<file path="src/rtl/io_responder.sv">
// ============================================================================
// Module   : io_responder
// Brief    : CPU I/O instruction responder: debounced switch input, display
//            latch and sticky halt, with pipeline stall control.
// Revision : 1.0 - initial release
// ============================================================================
`default_nettype none

module io_responder #(
    parameter int DATA_WIDTH      = 32,
    parameter int SW_WIDTH        = 16,
    parameter int DEBOUNCE_CYCLES = 16
) (
    input  logic                  clock,
    input  logic                  reset,
    input  logic                  input_flag,
    input  logic                  output_flag,
    input  logic                  halt,
    input  logic [SW_WIDTH-1:0]   switches,
    input  logic                  enter_btn,
    input  logic [DATA_WIDTH-1:0] out_data,
    output logic [DATA_WIDTH-1:0] in_data,
    output logic                  in_valid,
    output logic                  io_stall,
    output logic [DATA_WIDTH-1:0] display_value,
    output logic                  display_update,
    output logic                  waiting,
    output logic                  halted
);

    localparam logic [2:0] c_IDLE         = 3'd0;
    localparam logic [2:0] c_WAIT_PRESS   = 3'd1;
    localparam logic [2:0] c_WAIT_RELEASE = 3'd2;
    localparam logic [2:0] c_DONE         = 3'd3;
    localparam logic [2:0] c_HALTED       = 3'd4;

    localparam int                 c_CNT_W    = $clog2(DEBOUNCE_CYCLES + 1);
    localparam logic [c_CNT_W-1:0] c_CNT_LAST = c_CNT_W'(DEBOUNCE_CYCLES - 1);

    logic [2:0]            r_state;
    logic [2:0]            w_next;
    logic                  w_capture;
    logic                  w_display_load;
    logic                  r_sync1;
    logic                  r_sync2;
    logic                  r_btn_db;
    logic [c_CNT_W-1:0]    r_db_cnt;
    logic [DATA_WIDTH-1:0] r_in_data;
    logic                  r_in_valid;
    logic [DATA_WIDTH-1:0] r_display_value;
    logic                  r_display_update;
    logic                  r_halted;

    // Button path: two-flop synchronizer, then a stability counter that only
    // lets btn_db follow the synchronized level after it has held steadily.
    always_ff @(posedge clock) begin
        if (reset) begin
            r_sync1  <= 1'b0;
            r_sync2  <= 1'b0;
            r_btn_db <= 1'b0;
            r_db_cnt <= '0;
        end else begin
            r_sync1 <= enter_btn;
            r_sync2 <= r_sync1;
            if (r_sync2 == r_btn_db) begin
                r_db_cnt <= '0;
            end else if (r_db_cnt == c_CNT_LAST) begin
                r_btn_db <= r_sync2;
                r_db_cnt <= '0;
            end else begin
                r_db_cnt <= r_db_cnt + 1'b1;
            end
        end
    end

    always_comb begin
        w_next    = r_state;
        w_capture = 1'b0;
        case (r_state)
            c_IDLE: begin
                if (halt)
                    w_next = c_HALTED;
                else if (input_flag)
                    w_next = c_WAIT_PRESS;
            end
            c_WAIT_PRESS: begin
                if (r_btn_db) begin
                    w_next    = c_WAIT_RELEASE;
                    w_capture = 1'b1;
                end else if (!input_flag) begin
                    w_next = c_IDLE;
                end
            end
            c_WAIT_RELEASE: begin
                if (!r_btn_db)
                    w_next = c_DONE;
                else if (!input_flag)
                    w_next = c_IDLE;
            end
            c_DONE:   w_next = c_IDLE;
            c_HALTED: w_next = c_HALTED;
            default:  w_next = c_IDLE;
        endcase
    end

    assign w_display_load = (r_state == c_IDLE) && output_flag && !halt && !input_flag;

    always_ff @(posedge clock) begin
        if (reset) begin
            r_state          <= c_IDLE;
            r_in_data        <= '0;
            r_in_valid       <= 1'b0;
            r_display_value  <= '0;
            r_display_update <= 1'b0;
            r_halted         <= 1'b0;
        end else begin
            r_state          <= w_next;
            r_in_valid       <= (w_next == c_DONE);
            r_halted         <= (w_next == c_HALTED);
            r_display_update <= w_display_load;
            if (w_capture)
                r_in_data <= DATA_WIDTH'(switches);
            if (w_display_load)
                r_display_value <= out_data;
        end
    end

    // Stall in the very first IDLE cycle of an input instruction so the PC
    // cannot advance before the FSM has taken ownership of the pipeline.
    assign io_stall = ((r_state == c_IDLE) && input_flag && !halt) ||
                      (r_state == c_WAIT_PRESS) ||
                      (r_state == c_WAIT_RELEASE) ||
                      (r_state == c_HALTED);

    assign waiting        = (r_state == c_WAIT_PRESS) || (r_state == c_WAIT_RELEASE);
    assign in_data        = r_in_data;
    assign in_valid       = r_in_valid;
    assign display_value  = r_display_value;
    assign display_update = r_display_update;
    assign halted         = r_halted;

endmodule

`default_nettype wire

</file>
<file path="config.mk">
export PLATFORM = sky130hd
export DESIGN_NAME = io_responder
export DESIGN_NICKNAME = d
export VERILOG_FILES = /design/src/rtl/io_responder.sv
export SDC_FILE = /design/constraint.sdc
export NUM_CORES = 1
export LEC_CHECK = 0
export ABC_CLOCK_PERIOD_IN_PS = 3700
export CAP_MARGIN = 15
export CORE_MARGIN = 10
export CORE_UTILIZATION = 40
export CTS_CLUSTER_SIZE = 28
export DETAILED_ROUTE_END_ITERATION = 6
export HOLD_SLACK_MARGIN = 0.05
export PLACE_DENSITY = 0.77
export REMOVE_ABC_BUFFERS = 1
export SLEW_MARGIN = 20
export SYNTH_ARGS = -nofsm -noshare
export SYNTH_HDL_FRONTEND = slang
export SYNTH_SLANG_ARGS = --single-unit
</file>
<file path="constraint.sdc">
create_clock -name clock -period 3.7 [get_ports clock]
set_clock_uncertainty 0.15 [all_clocks]
set_input_delay 0.74 -clock clock [delete_from_list [all_inputs] [get_ports clock]]
set_output_delay 0.74 -clock clock [all_outputs]
set_load 0.05 [all_outputs]
</file>
==> results.md <==
* Hold buffers post-CTS at 0
* H-Tree Level Count at 3
* Hpwl dp at 5040 um
* Hold path start: r_sync1
* DRC at 0
* Post-Synth XOR/XNOR Area at 0.00945
* Sinks on Clock Net at 62
* Vias in the first global route at 2239
* Final Power at 1.58 mW
* Synth top area cells: dfxtp_1, nand2b_1, mux2i_1, buf_4, nand2_1
* Final #Nets at 444
* Vias/cell at 4.40
* Die width at 103 um
* Worst-case clock buffer depth at 2
* Die area at 10700 sq um
* Effective utilization at floorplan at 0.409
* Period utilization at 0.870
* Global-route wire length before repair at 10800 um
* Reg clk slew, reported paths at 0.08 ns
* Fill cells at 596
* Slack of the critical path at 0.482 ns
* Final hold vios at 0
* Critical-path maximum fanout at 3
* Synth Cell Area at 2780 sq um
* Post-CTS setup buffer count at 0
* CP Launch Type: input pin
* Synth top area share at 0.446
* WL/cell at 13.8 um
* WP data arrival at 2.33 ns
* Root buffer selected by CTS: clkbuf_8
* Main combinational cell family by area after synthesis: simple AND/OR/NAND/NOR gates
* Drt total wl at 6750 um
* Num CTS Buffers at 9
* Antenna violations before repair at 0
* Period minus WS final at 3.22 ns
* Final Setup Violations at 0
* DP Worst Slack at 0.479 ns
* Fmax at 311 MHz
* Yosys top cell by area: dfxtp_1
* Critical R2R Launch: r_state[1]
* IO buf count at 106
* Core Rows at 30
* Crit path kind: input pin to output pin
* Post-cts repair resize count at 0
* Flops & latches, synth at 62
* Synth Area in Compound Gates at 0.0549
* Initial drt markers at 102
* DP Cell Count at 473
* Pin slew with the least headroom to its limit at 0.766 ns
* Max_cap viols at 0
* RSZ-0062 raised after global routing: no
* GPL Wtd Cong at 0.774
* Largest net degree at the start of global routing at 47
* Power per Cell Area at 397 nW/um^2
* Avg Inst Size Synth at 9.62 sq um
* Crit path from: halt
* Area grow syn2layout at 43.6%
* Path category of the worst min-delay check: flop to flop
* Max_slew headroom at 0.489
* Synth Instances at 289
* Sequential share of the synthesized area at 0.446
* Leakage at 1.40 nW
* Worst skew pair latency at 0.33 ns
* Core area at 6790 sq um
* Drt pass-1 iters at 4
* Final Max Slew Viols at 0
* Setup crit end kind: output pin
* Non-filler instance count after layout at 489
* Routed Antenna Nets at 0
* Layout cell share with drive strength beyond 1 at 0.0891
* Peak VDD IR at 0.201 mV
* Die H at 103 um
* Post-synthesis cell type count at 33
* Synth Warn # at 0
* Ant diodes at 0
* Fraction of the mapped netlist area in simple logic gates at 0.247
* CTS tree: built
* Vias at 2151
* Outcome: completed
* Total Routing Usage GR at 0.128
* Setup TNS at 0 ns
* Multiplexer area fraction after synthesis at 0.119
* Critical Path RT at 2.81 ns
* I/O pin total at 123
* GR Overflow Total at 0
* Synth Area in Adders at 0.0126
==> metrics by stage <==
step / utilization / cell area (sq um) / hold WS (ns)
after floorplan: - / 2550 / 0.264
after global placement: 0.555 / 3770 / 0.276
after detailed placement: 0.555 / 3770 / 0.291
after CTS: 0.588 / 4000 / 0.299
after global routing: 0.588 / 4000 / 0.308
final: 0.588 / 4000 / 0.292
==> per-layer routing <==
layer,global-route usage,part of all wire,vias up
li1,-,-,1091
met1,0.142,0.40,970
met2,0.203,0.47,83
met3,0.0718,0.13,7
met4,0.0449,0.0052,0
met5,0,0,-
==> state kept, by name, indices dropped and copies added, names as in the netlist <==
signal / cells
r_sync2: 1
r_state: 3
r_db_cnt: 5
display_value: 32
in_valid: 1
display_update: 1
halted: 1
r_sync1: 1
r_btn_db: 1
in_data: 16
==> final timing paths <==
path                            slack [ns]                end  cells past startpoint
worst max-delay path                  0.48           io_stall                      4
worst min-delay path                  0.29            r_sync2                      1
worst max register to register        1.70  display_value[10]                      4
worst min register to register        0.29            r_sync2                      1
==> report_power, final <==
| group | internal (mW) | switching (mW) | leakage, nW |
|---|---|---|---|
| clock | 0.395 | 0.264 | 0.108 |
| combinational | 0.102 | 0.131 | 0.794 |
| sequential | 0.682 | 0.0101 | 0.502 |
==> cells in the final DEF, fill, tap and decap left out, types with 3 or more instances in the layout <==
master and count:
nand2b_1 66, inv_1 4, nor2_1 10, clkdlybuf4s50_1 105, conb_1 16, mux2i_1 33, dfxtp_1 62, buf_4 3
a21oi_2 10, nand2_1 31, clkbuf_8 10, a21oi_1 10, nor4_1 3, nor2b_1 3
==> Yosys cell counts <==
cell type and count:
inv_1 4, nand2_2 1, o21a_1 2, buf_2 4, nor2b_1 3, clkbuf_2 1, a21oi_2 10, and3_1 2
mux2i_1 33, nor3_1 1, buf_8 1, nor4_1 3, xnor2_1 2, buf_6 3, nor2_1 10, a21oi_1 10
nor4bb_1 1, xor2_1 1, or2b_1 1, nand2_1 31, conb_1 1, maj3_1 1, nand2b_1 66, or3_1 1
nor3_2 1, dfxtp_1 62, ha_1 2, clkbuf_1 8, nand4bb_1 1, nand3b_1 1, buf_12 3, nand3_1 1
buf_4 17
==> critical path, stage by stage <==
cell and delay, ns:
clkdlybuf4s50_1 0.45, nand2b_1 0.18, a21oi_1 0.13, clkdlybuf4s50_1 0.82
==> kinds of logic (layout without fill, tap and decap cells) <==
| logic type | count (synthesis) | after routing |
|---|---|---|
| simple gates | 124 | 124 |
| flops | 62 | 62 |
| buf+inv | 41 | 130 |
| mux | 33 | 33 |
| compound gates | 22 | 22 |
| fa+ha+maj | 3 | 3 |
| xor+xnor | 3 | 3 |
| other cells | 1 | 16 |
==> area by class of cell <==
type	instances	area, sq um	area share
Sequential cell	62	1240	0.311
Inverter	4	15.0	0.00376
Clock buffer	10	138	0.0345
Clock inverter	6	85.1	0.0213
Multi-Input combinational cell	201	1300	0.325
Tap cell	96	120	0.0301
Timing Repair Buffer	110	1100	0.275
No activity file was read; power rests on OpenSTA's default activity.
